<file path="src/rtl/o9_ctrl_pkg.sv">
// O9 multicycle control: shared encodings.
// States, opcodes, select codes and the strobe bundle.
package o9_ctrl_pkg;

  typedef enum logic [3:0] {
    S_IDLE   = 4'd0,
    S_FETCH  = 4'd1,
    S_IRLOAD = 4'd2,
    S_DECODE = 4'd3,
    S_MEMADR = 4'd4,
    S_MEMRD  = 4'd5,
    S_MEMWB  = 4'd6,
    S_MEMWR  = 4'd7,
    S_EXEC   = 4'd8,
    S_ALUWB  = 4'd9,
    S_BRANCH = 4'd10,
    S_ADDIEX = 4'd11,
    S_ADDIWB = 4'd12,
    S_JUMP   = 4'd13,
    S_HALT   = 4'd14
  } state_e;

  localparam logic [5:0] OP_RTYPE = 6'b000000;
  localparam logic [5:0] OP_LW    = 6'b100011;
  localparam logic [5:0] OP_SW    = 6'b101011;
  localparam logic [5:0] OP_BEQ   = 6'b000100;
  localparam logic [5:0] OP_ADDI  = 6'b001000;
  localparam logic [5:0] OP_J     = 6'b000010;

  localparam logic [1:0] ALUOP_ADD   = 2'b00;
  localparam logic [1:0] ALUOP_SUB   = 2'b01;
  localparam logic [1:0] ALUOP_FUNCT = 2'b10;

  localparam logic [1:0] SRCB_B     = 2'b00;
  localparam logic [1:0] SRCB_ONE   = 2'b01;
  localparam logic [1:0] SRCB_IMM   = 2'b10;
  localparam logic [1:0] SRCB_IMMSH = 2'b11;

  localparam logic [1:0] PCSRC_ALU    = 2'b00;
  localparam logic [1:0] PCSRC_ALUOUT = 2'b01;
  localparam logic [1:0] PCSRC_JUMP   = 2'b10;

  typedef struct packed {
    logic       pc_write_cond;
    logic       pc_write;
    logic       i_or_d;
    logic       mem_read;
    logic       mem_write;
    logic       mem_to_reg;
    logic       ir_write;
    logic [1:0] pc_source;
    logic [1:0] alu_op;
    logic [1:0] alu_src_b;
    logic       alu_src_a;
    logic       reg_write;
    logic       reg_dst;
    logic       halted;
  } ctrl_t;

  function automatic logic is_done(state_e s);
    return (s == S_MEMWB) || (s == S_MEMWR) ||
           (s == S_ALUWB) || (s == S_BRANCH) ||
           (s == S_ADDIWB) || (s == S_JUMP);
  endfunction

endpackage

</file>
<file path="src/rtl/o9_ctrl_decode.sv">
// O9 multicycle control: Moore strobe table.
// Pure state -> datapath strobe/select mapping.
module o9_ctrl_decode
  import o9_ctrl_pkg::*;
(
  input  state_e state_i,
  output ctrl_t  ctrl_o
);

  // Each state raises only its own strobes; everything else stays 0.
  always_comb begin
    ctrl_o = '0;
    unique case (state_i)
      S_FETCH: ctrl_o.mem_read = 1'b1;
      S_IRLOAD: begin
        ctrl_o.mem_read  = 1'b1;
        ctrl_o.ir_write  = 1'b1;
        ctrl_o.pc_write  = 1'b1;
        ctrl_o.alu_src_b = SRCB_ONE;
        ctrl_o.alu_op    = ALUOP_ADD;
        ctrl_o.pc_source = PCSRC_ALU;
      end
      S_DECODE: ctrl_o.alu_src_b = SRCB_IMMSH;
      S_MEMADR, S_ADDIEX: begin
        ctrl_o.alu_src_a = 1'b1;
        ctrl_o.alu_src_b = SRCB_IMM;
      end
      S_MEMRD, S_MEMWB: begin
        ctrl_o.i_or_d     = 1'b1;
        ctrl_o.mem_read   = 1'b1;
        ctrl_o.alu_src_a  = 1'b1;
        ctrl_o.alu_src_b  = SRCB_IMM;
        ctrl_o.mem_to_reg = (state_i == S_MEMWB);
        ctrl_o.reg_write  = (state_i == S_MEMWB);
      end
      S_MEMWR: begin
        ctrl_o.i_or_d    = 1'b1;
        ctrl_o.mem_write = 1'b1;
        ctrl_o.alu_src_a = 1'b1;
        ctrl_o.alu_src_b = SRCB_IMM;
      end
      S_EXEC, S_ALUWB: begin
        ctrl_o.alu_src_a = 1'b1;
        ctrl_o.alu_src_b = SRCB_B;
        ctrl_o.alu_op    = ALUOP_FUNCT;
        ctrl_o.reg_dst   = (state_i == S_ALUWB);
        ctrl_o.reg_write = (state_i == S_ALUWB);
      end
      S_BRANCH: begin
        ctrl_o.alu_src_a     = 1'b1;
        ctrl_o.alu_op        = ALUOP_SUB;
        ctrl_o.pc_write_cond = 1'b1;
        ctrl_o.pc_source     = PCSRC_ALUOUT;
      end
      S_ADDIWB: begin
        ctrl_o.alu_src_a = 1'b1;
        ctrl_o.alu_src_b = SRCB_IMM;
        ctrl_o.reg_write = 1'b1;
      end
      S_JUMP: begin
        ctrl_o.pc_write  = 1'b1;
        ctrl_o.pc_source = PCSRC_JUMP;
      end
      S_HALT: ctrl_o.halted = 1'b1;
      default: ctrl_o = '0;
    endcase
  end

endmodule

</file>
<file path="src/rtl/o9_multicycle_ctrl.sv">
// O9 multicycle control FSM top level.
// State register, memory wait counter, retired count.
module o9_multicycle_ctrl
  import o9_ctrl_pkg::*;
#(
  parameter int MEM_WAIT = 1,
  parameter int COUNT_W  = 16
) (
  input  logic               clk,
  input  logic               reset,
  input  logic               run,
  input  logic [5:0]         opCode,
  output logic               PCWriteCond,
  output logic               PCWrite,
  output logic               IorD,
  output logic               MemRead,
  output logic               MemWrite,
  output logic               MemtoReg,
  output logic               IRWrite,
  output logic [1:0]         PCSource,
  output logic [1:0]         ALUOp,
  output logic [1:0]         ALUSrcB,
  output logic               ALUSrcA,
  output logic               RegWrite,
  output logic               RegDst,
  output logic               halted,
  output logic [COUNT_W-1:0] instr_count,
  output logic [3:0]         state_out
);

  localparam int WW = $clog2(MEM_WAIT + 1);
  localparam logic [WW-1:0] WAIT_LAST = WW'(MEM_WAIT - 1);

  state_e             state_q, state_d;
  logic [WW-1:0]      wait_q, wait_d;
  logic [COUNT_W-1:0] cnt_q, cnt_d;
  ctrl_t              ctrl;

  // State, wait counter and retired count; reset parks in IDLE.
  always_ff @(posedge clk or negedge reset) begin
    if (!reset) begin
      state_q <= S_IDLE;
      wait_q  <= '0;
      cnt_q   <= '0;
    end else begin
      state_q <= state_d;
      wait_q  <= wait_d;
      cnt_q   <= cnt_d;
    end
  end

  // Next state; wait counter only runs while holding a memory state.
  always_comb begin
    state_d = state_q;
    wait_d  = '0;
    cnt_d   = cnt_q;
    unique case (state_q)
      S_IDLE: if (run) state_d = S_FETCH;
      S_FETCH, S_MEMRD: begin
        if (wait_q == WAIT_LAST) begin
          state_d = (state_q == S_FETCH) ? S_IRLOAD : S_MEMWB;
        end else begin
          wait_d = wait_q + WW'(1);
        end
      end
      S_IRLOAD: state_d = S_DECODE;
      S_DECODE: begin
        unique case (1'b1)
          (opCode == OP_RTYPE): state_d = S_EXEC;
          (opCode == OP_LW),
          (opCode == OP_SW):    state_d = S_MEMADR;
          (opCode == OP_BEQ):   state_d = S_BRANCH;
          (opCode == OP_ADDI):  state_d = S_ADDIEX;
          (opCode == OP_J):     state_d = S_JUMP;
          default:              state_d = S_HALT;
        endcase
      end
      S_MEMADR: begin
        unique case (1'b1)
          (opCode == OP_LW): state_d = S_MEMRD;
          (opCode == OP_SW): state_d = S_MEMWR;
          default:           state_d = S_HALT;
        endcase
      end
      S_EXEC:   state_d = S_ALUWB;
      S_ADDIEX: state_d = S_ADDIWB;
      S_MEMWB, S_MEMWR, S_ALUWB,
      S_BRANCH, S_ADDIWB, S_JUMP: begin
        state_d = run ? S_FETCH : S_IDLE;
        cnt_d   = cnt_q + COUNT_W'(1);
      end
      S_HALT:  state_d = S_HALT;
      default: state_d = S_IDLE;
    endcase
  end

  // Outputs are a Moore decode of the current state.
  o9_ctrl_decode u_decode (
    .state_i (state_q),
    .ctrl_o  (ctrl)
  );

  assign PCWriteCond = ctrl.pc_write_cond;
  assign PCWrite     = ctrl.pc_write;
  assign IorD        = ctrl.i_or_d;
  assign MemRead     = ctrl.mem_read;
  assign MemWrite    = ctrl.mem_write;
  assign MemtoReg    = ctrl.mem_to_reg;
  assign IRWrite     = ctrl.ir_write;
  assign PCSource    = ctrl.pc_source;
  assign ALUOp       = ctrl.alu_op;
  assign ALUSrcB     = ctrl.alu_src_b;
  assign ALUSrcA     = ctrl.alu_src_a;
  assign RegWrite    = ctrl.reg_write;
  assign RegDst      = ctrl.reg_dst;
  assign halted      = ctrl.halted;
  assign instr_count = cnt_q;
  assign state_out   = state_q;

endmodule

</file>
<file path="config.mk">
export PLATFORM = sky130hd
export DESIGN_NAME = o9_multicycle_ctrl
export DESIGN_NICKNAME = d
export VERILOG_FILES = /design/src/rtl/o9_ctrl_pkg.sv /design/src/rtl/o9_ctrl_decode.sv /design/src/rtl/o9_multicycle_ctrl.sv
export SDC_FILE = /design/constraint.sdc
export NUM_CORES = 1
export LEC_CHECK = 0
export CAP_MARGIN = 5
export CELL_PAD_IN_SITES_DETAIL_PLACEMENT = 0
export CELL_PAD_IN_SITES_GLOBAL_PLACEMENT = 2
export CORE_MARGIN = 2
export CORE_UTILIZATION = 23
export DETAILED_ROUTE_END_ITERATION = 8
export HOLD_SLACK_MARGIN = 0.02
export PLACE_DENSITY = 0.85
export SETUP_SLACK_MARGIN = 0.5
export SYNTH_ARGS = -nofsm -noshare
export SYNTH_HDL_FRONTEND = slang
export SYNTH_SLANG_ARGS = --single-unit
</file>
<file path="constraint.sdc">
create_clock -name clk -period 1.63 [get_ports clk]
set_input_delay 0.489 -clock clk [delete_from_list [all_inputs] [get_ports clk]]
set_output_delay 0.489 -clock clk [all_outputs]
set_load 0.005 [all_outputs]
</file>
==> results.json, run 1 <==
{
  "htree_levels": 1,
  "p_seq_share_pct": 14.6,
  "status": "finished with violations",
  "p_sw_mw": 1.98,
  "min_path_type": "reg2reg",
  "diodes": 0,
  "tightest_slew_ns": 0.359,
  "r2r.worst_path.cells": 7,
  "dieArea_um2": 6110,
  "arrival_ns": 2.06,
  "gp_congestion": 0.731,
  "critPathRequiredTime_ns": 1.79,
  "grt_pass1_vias": 1582,
  "nNetsFinal": 282,
  "synthCells": 138,
  "crit_fanout": 6,
  "multiInputGateArea_um2": 1010,
  "reg2reg_to": "instr_count[1]",
  "clock_power_share_pct": 9.5,
  "grt.overflow.total": 0,
  "die_y_um": 78.2,
  "path_class": "reg2reg",
  "wire_per_inst_um": 14.0,
  "antenna_found_initial": 0,
  "p_int_mw": 3.33,
  "reg2reg_slack_ns": -0.27,
  "power_density_nw_per_um2": 1820,
  "ys_ff_latch": 20,
  "cp-end-kind": "flip-flop",
  "cts_tree": "done",
  "drv_slew": 0,
  "violations": "setup timing",
  "synth_warnings": 0,
  "seqCellArea_um2": 507,
  "yosysSeqAreaShare_pct": 39.5,
  "fin_util_pct": 54.0,
  "slowest_stage": "dfrtp_2",
  "finalHoldViolCount": 0,
  "cpMostUsedCell": "buf_6",
  "crit_end": "instr_count[1]",
  "grt_usage_pct": 15.6,
  "coreArea_um2": 5410,
  "worst-path-buf-inv": 4,
  "port_buffers": 45,
  "crit_start": "state_out[1]",
  "start_kind": "flip-flop",
  "vias_per_cell": 4.62,
  "io_pins": 46,
  "dr_total_vias": 1584,
  "ys_types": 38,
  "setup_viol": 37,
  "skew_ns": 0.00785,
  "drive_above_1_share_pct": 70.5,
  "drc": 0,
  "synth_area_um2": 1270,
  "p_sw_share_pct": 37.3,
  "slew_headroom_pct": 76.0,
  "stdcell_count": 343,
  "nFillCells": 455,
  "dp_hpwl_um": 2730,
  "start_util_pct": 23.4,
  "cpPeakStageDelay_ns": 0.45,
  "drt_iter0_drc": 43,
  "fin_crit_sh_pct": 117,
  "grt_first_pass_wirelength_um": 7700,
  "max_freq_mhz": 525,
  "postRouteWirelength_um": 4820,
  "irDropWorstVdd_mv": 0.721,
  "firstDrtPassIters": 4,
  "period_needed_ns": 1.90,
  "cts_buffer_depth": 2,
  "grt_max_degree": 21,
  "rows": 27,
  "clock-sinks": 20,
  "cts_buffers": 3,
  "cap_violations": 0,
  "area_delta_synth_final_pct": 130,
  "p_comb_share_pct": 75.9,
  "r2r-start": "state_out[1]",
  "avgSynthCellArea_um2": 9.18,
  "antenna_left": 0,
  "leakagePower_nw": 1.48,
  "rsz0062_at_grt": "yes",
  "synth_fp_nets": 148,
  "clock-root-buffer": "clkbuf_8",
  "path_clk_slew_ns": 0.08,
  "worst-path-stages": 7,
  "crit_path_cell_trace": "buf_6 -> and4bb_2 -> buf_6 -> buf_6 -> a221oi_4 -> buf_6 -> mux2_4",
  "crit_family": "buffers and inverters",
  "insertion_delay_ns": 0.26,
  "setup_slack_ns": -0.275,
  "dp_cells": 277,
  "die_x_um": 78.2
}
logic make-up (layout without fill, tap and decap cells):
family | count (synthesis) | after routing | synth area share, %
AOI/OAI and AO/OA | 20 | 20 | 12.6
and+or+nand+nor | 65 | 65 | 27.3
xor gates and xnor gates | 19 | 19 | 13.1
buffers and inverters | 12 | 145 | 5.63
muxes | 1 | 1 | 0.889
DFF | 20 | 20 | 39.5
adders and majority gates | 1 | 1 | 0.988
per-layer routing:
| metal | wire length [µm] | GRT usage [%] | vias to the layer above |
|---|---|---|---|
| met4 | 93 | 4.39 | 0 |
| li1 | - | - | 758 |
| met5 | 0 | 0 | - |
| met2 | 2410 | 26.5 | 49 |
| met1 | 2120 | 20.6 | 767 |
| met3 | 191 | 2.07 | 10 |
registers in the layout, summed over array words and instances (netlist names):
register	flops
instr_count	16
state_out	4
how the worst min path moves through the flow:
stage          cells past startpoint         endpoint       startpoint  slack [ns]
2_1_floorplan                      0   instr_count[0]            reset        0.19
3_3_place_gp                       1  instr_count[15]  instr_count[15]        0.46
3_5_place_dp                       1  instr_count[15]  instr_count[15]        0.47
4_1_cts                            2  instr_count[13]  instr_count[13]        0.54
5_1_grt                            2   instr_count[6]            reset        0.56
6_report                           2  instr_count[14]  instr_count[14]        0.54
worst min-delay path: cells and delay by family (launching register included):
| kind | cells | cell delay [ns] |
|---|---|---|
| xor gates and xnor gates | 1 | 0.05 |
| DFF | 1 | 0.34 |
| buffers and inverters | 1 | 0.11 |
power groups by stage:
stage	clock network (mW)	registers [mW]	logic, mW
3_3_place_gp	0	0.815	2.13
6_report	0.507	0.774	4.03
3_5_place_dp	0	0.820	2.13
4_1_cts	0.511	0.765	3.41
2_1_floorplan	0	0.765	1.16
5_1_grt	0.536	0.793	4.28
cell usage in the layout, fill, tap and decap left out, types with 2 or more instances in the layout:
cell	count
a21oi_2	4
a31oi_1	2
and3_1	2
buf_12	2
buf_2	26
buf_4	48
buf_6	53
clkbuf_8	3
clkdlybuf4s15_1	2
clkdlybuf4s50_1	4
dfrtp_1	15
dfrtp_2	5
dlygate4sd2_1	2
inv_4	2
nand2_1	10
nand2b_4	3
nand3_1	5
nand4_1	3
nor2_1	3
nor2_2	8
nor2_4	8
nor3_1	3
nor3_4	3
o211ai_1	2
o22ai_1	2
xnor2_2	3
xor2_1	15
synth_stat cells:
master / n / area, µm²
a22o_1: 1 / 8.76
nor4_1: 2 / 12.5
xor2_1: 16 / 140
and3_1: 3 / 18.8
inv_1: 3 / 11.3
nor3b_1: 1 / 7.51
nor2b_1: 1 / 6.26
nor3_1: 7 / 35.0
a22oi_1: 1 / 7.51
dfrtp_1: 20 / 500
o22ai_1: 3 / 18.8
buf_4: 1 / 7.51
nand3_1: 5 / 25.0
o211a_1: 1 / 10.0
a32oi_1: 2 / 17.5
and4bb_2: 1 / 12.5
a21oi_1: 4 / 20.0
or2_2: 1 / 6.26
nand2_1: 13 / 48.8
and4_1: 1 / 8.76
o32ai_1: 1 / 8.76
o221ai_1: 1 / 8.76
nor2_1: 19 / 71.3
nand3b_1: 1 / 7.51
ha_1: 1 / 12.5
xnor2_1: 3 / 26.3
clkbuf_1: 5 / 18.8
nand4_1: 3 / 18.8
nor4bb_1: 1 / 10.0
o21ai_0: 1 / 5.00
a31oi_1: 2 / 12.5
mux2_1: 1 / 11.3
nor4b_2: 2 / 30.0
o211ai_1: 2 / 15.0
or4_1: 1 / 7.51
buf_6: 3 / 33.8
a221oi_4: 1 / 26.3
nand2b_1: 3 / 18.8
area by class of cell:
cell class	instances	area share, %
tap	72	3.09
timing repair buffer	138	41.8
multi-input combinational	106	34.7
clock inverter	1	1.03
clock buffer	3	1.42
sequential	20	17.4
inverter	3	0.558
through the flow:
step           total power [mW]  hold slack (ns)  TNS (ns)  area, µm²  worst slack (ns)
3_3_place_gp               2.94            0.457     -8.71       2060            -0.332
2_1_floorplan              1.93            0.193   -0.0662       1380           -0.0662
6_report                   5.31            0.542     -6.52       2920            -0.275
5_1_grt                    5.61            0.564     -8.52       2920            -0.330
4_1_cts                    4.68            0.540     -4.90       2700            -0.228
3_5_place_dp               2.95            0.469     -9.47       2060            -0.353
repair_timing:
item,4_1_cts,5_1_grt
pin swaps,19,16
gates resized for setup,240,28
gates cloned,1,0
endpoints found under the setup margin,57,57
hold buffers,0,0
buffers inserted,50,11
Note: power is estimated with default switching activity, not from simulation.
==> run 2: changes to the inputs <==
Settings changed: MAX_ROUTING_LAYER from default to met4.
==> results.json, run 2 (synthesis gave the netlist of run 1 again) <==
{
  "status": "finished with violations",
  "violations": "setup timing",
  "cap_violations": 0,
  "cts_buffer_depth": 2,
  "nNetsFinal": 282,
  "worst-path-buf-inv": 4,
  "drive_above_1_share_pct": 70.5,
  "total_power_mw": 5.31,
  "setup_slack_ns": -0.279,
  "drc": 0,
  "gp_congestion": 0.740,
  "dr_total_vias": 1593,
  "grt_usage_pct": 15.9,
  "crit_path_cell_trace": "buf_6 -> and4bb_2 -> buf_6 -> buf_6 -> a221oi_4 -> buf_6 -> mux2_4",
  "io_pins": 46,
  "drv_slew": 0,
  "insertion_delay_ns": 0.26,
  "dp_slack_ns": -0.353,
  "dieArea_um2": 6110,
  "diodes": 0,
  "htree_levels": 1,
  "start_kind": "flip-flop",
  "start_util_pct": 23.4,
  "dp_hpwl_um": 2730,
  "wire_per_inst_um": 14.0,
  "cp-end-kind": "flip-flop",
  "grt_first_pass_wirelength_um": 7690,
  "coreArea_um2": 5410,
  "layout_common_cells": "buf_6 (53), buf_4 (48), buf_2 (26), xor2_1 (15), dfrtp_1 (15)",
  "fin_crit_sh_pct": 117,
  "power_density_nw_per_um2": 1820,
  "rows": 27,
  "grt.overflow.total": 0,
  "cts_tree": "done",
  "slowest_stage": "dfrtp_2",
  "postRouteWirelength_um": 4810,
  "firstDrtPassIters": 4,
  "clock-sinks": 20,
  "slew_headroom_pct": 76.5,
  "cts_buffers": 3,
  "port_buffers": 45,
  "crit_family": "buffers and inverters",
  "antenna_left": 0,
  "mostFrequentLayoutCell": "buf_6",
  "critPathRequiredTime_ns": 1.79,
  "grt_pass1_vias": 1590,
  "rsz0062_at_grt": "yes",
  "crit_fanout": 6,
  "max_freq_mhz": 524,
  "irDropWorstVdd_mv": 0.721,
  "tightest_slew_ns": 0.352,
  "setup_tns_ns": -6.49,
  "largest_register_ffs": 16,
  "finalHoldViolCount": 0,
  "clock-root-buffer": "clkbuf_8",
  "leakagePower_nw": 1.48,
  "path_class": "reg2reg",
  "vias_per_cell": 4.64,
  "period_needed_ns": 1.91,
  "path_clk_slew_ns": 0.08,
  "die_y_um": 78.2,
  "arrival_ns": 2.07,
  "die_x_um": 78.2,
  "grt_max_degree": 21,
  "min_path_type": "reg2reg",
  "area_delta_synth_final_pct": 130,
  "skew_ns": 0.00704,
  "cts_hold_buf": 0,
  "drt_iter0_drc": 35,
  "reg2reg_slack_ns": -0.28,
  "cpMostUsedCell": "buf_6",
  "cpPeakStageDelay_ns": 0.45,
  "antenna_found_initial": 0,
  "setup_viol": 37
}
## run 2: cell counts in the layout (fill, tap and decap cells not counted)
No cell type changed its count.
## run 2: path summary, 6_finish.rpt
path                            startpoint              end  depth (start not counted)
max                           state_out[1]   instr_count[1]                          7
max in group asynchronous            reset     state_out[0]                          2
min                        instr_count[14]  instr_count[14]                          2
max reg2reg                   state_out[1]   instr_count[1]                          7
min in group asynchronous            reset   instr_count[0]                          2
min reg2reg                instr_count[14]  instr_count[14]                          2
## run 2: per-layer routing
metal	share of wire (%)	vias up	GRT usage, %
li1	-	758	-
met4	2.0	0	4.39
met2	51	50	26.2
met3	4.2	10	1.95
met1	43	775	20.8
met5	0	-	-
## run 2: layout make-up
class / instances / area, µm²
sequential: 20 / 507
clock inverter: 1 / 30.0
fill: 455 / 2490
timing repair buffer: 138 / 1220
multi-input combinational: 106 / 1010
inverter: 3 / 16.3
clock buffer: 3 / 41.3
tap: 72 / 90.1
## run 2: through the flow
step / cell area, µm² / std cells / hold slack [ns] / util (%)
after global placement: 2060 / 277 / 0.457 / 38.1
after CTS: 2700 / 332 / 0.540 / 50.0
after floorplan: 1380 / 138 / 0.193 / -
final: 2920 / 343 / 0.542 / 54.0
after global routing: 2920 / 343 / 0.565 / 54.0
after detailed placement: 2060 / 277 / 0.469 / 38.1
## run 2: power breakdown
part	internal [mW]	switching, mW	total [mW]
clock	0.328	0.178	0.506
sequential	0.624	0.149	0.772
combinational	2.38	1.65	4.04
## run 2: worst min-delay path: cells and delay by family (launching register included)
family                    cells  cell delay [ns]
buffers and inverters         1             0.11
DFF                           1             0.34
xor gates and xnor gates      1             0.05
## run 2: what timing repair did
action	CTS	global route
cloned	1	0
setup endpoints to repair	57	57
resized for setup	240	28
pin swaps	19	16
setup buffers	50	11
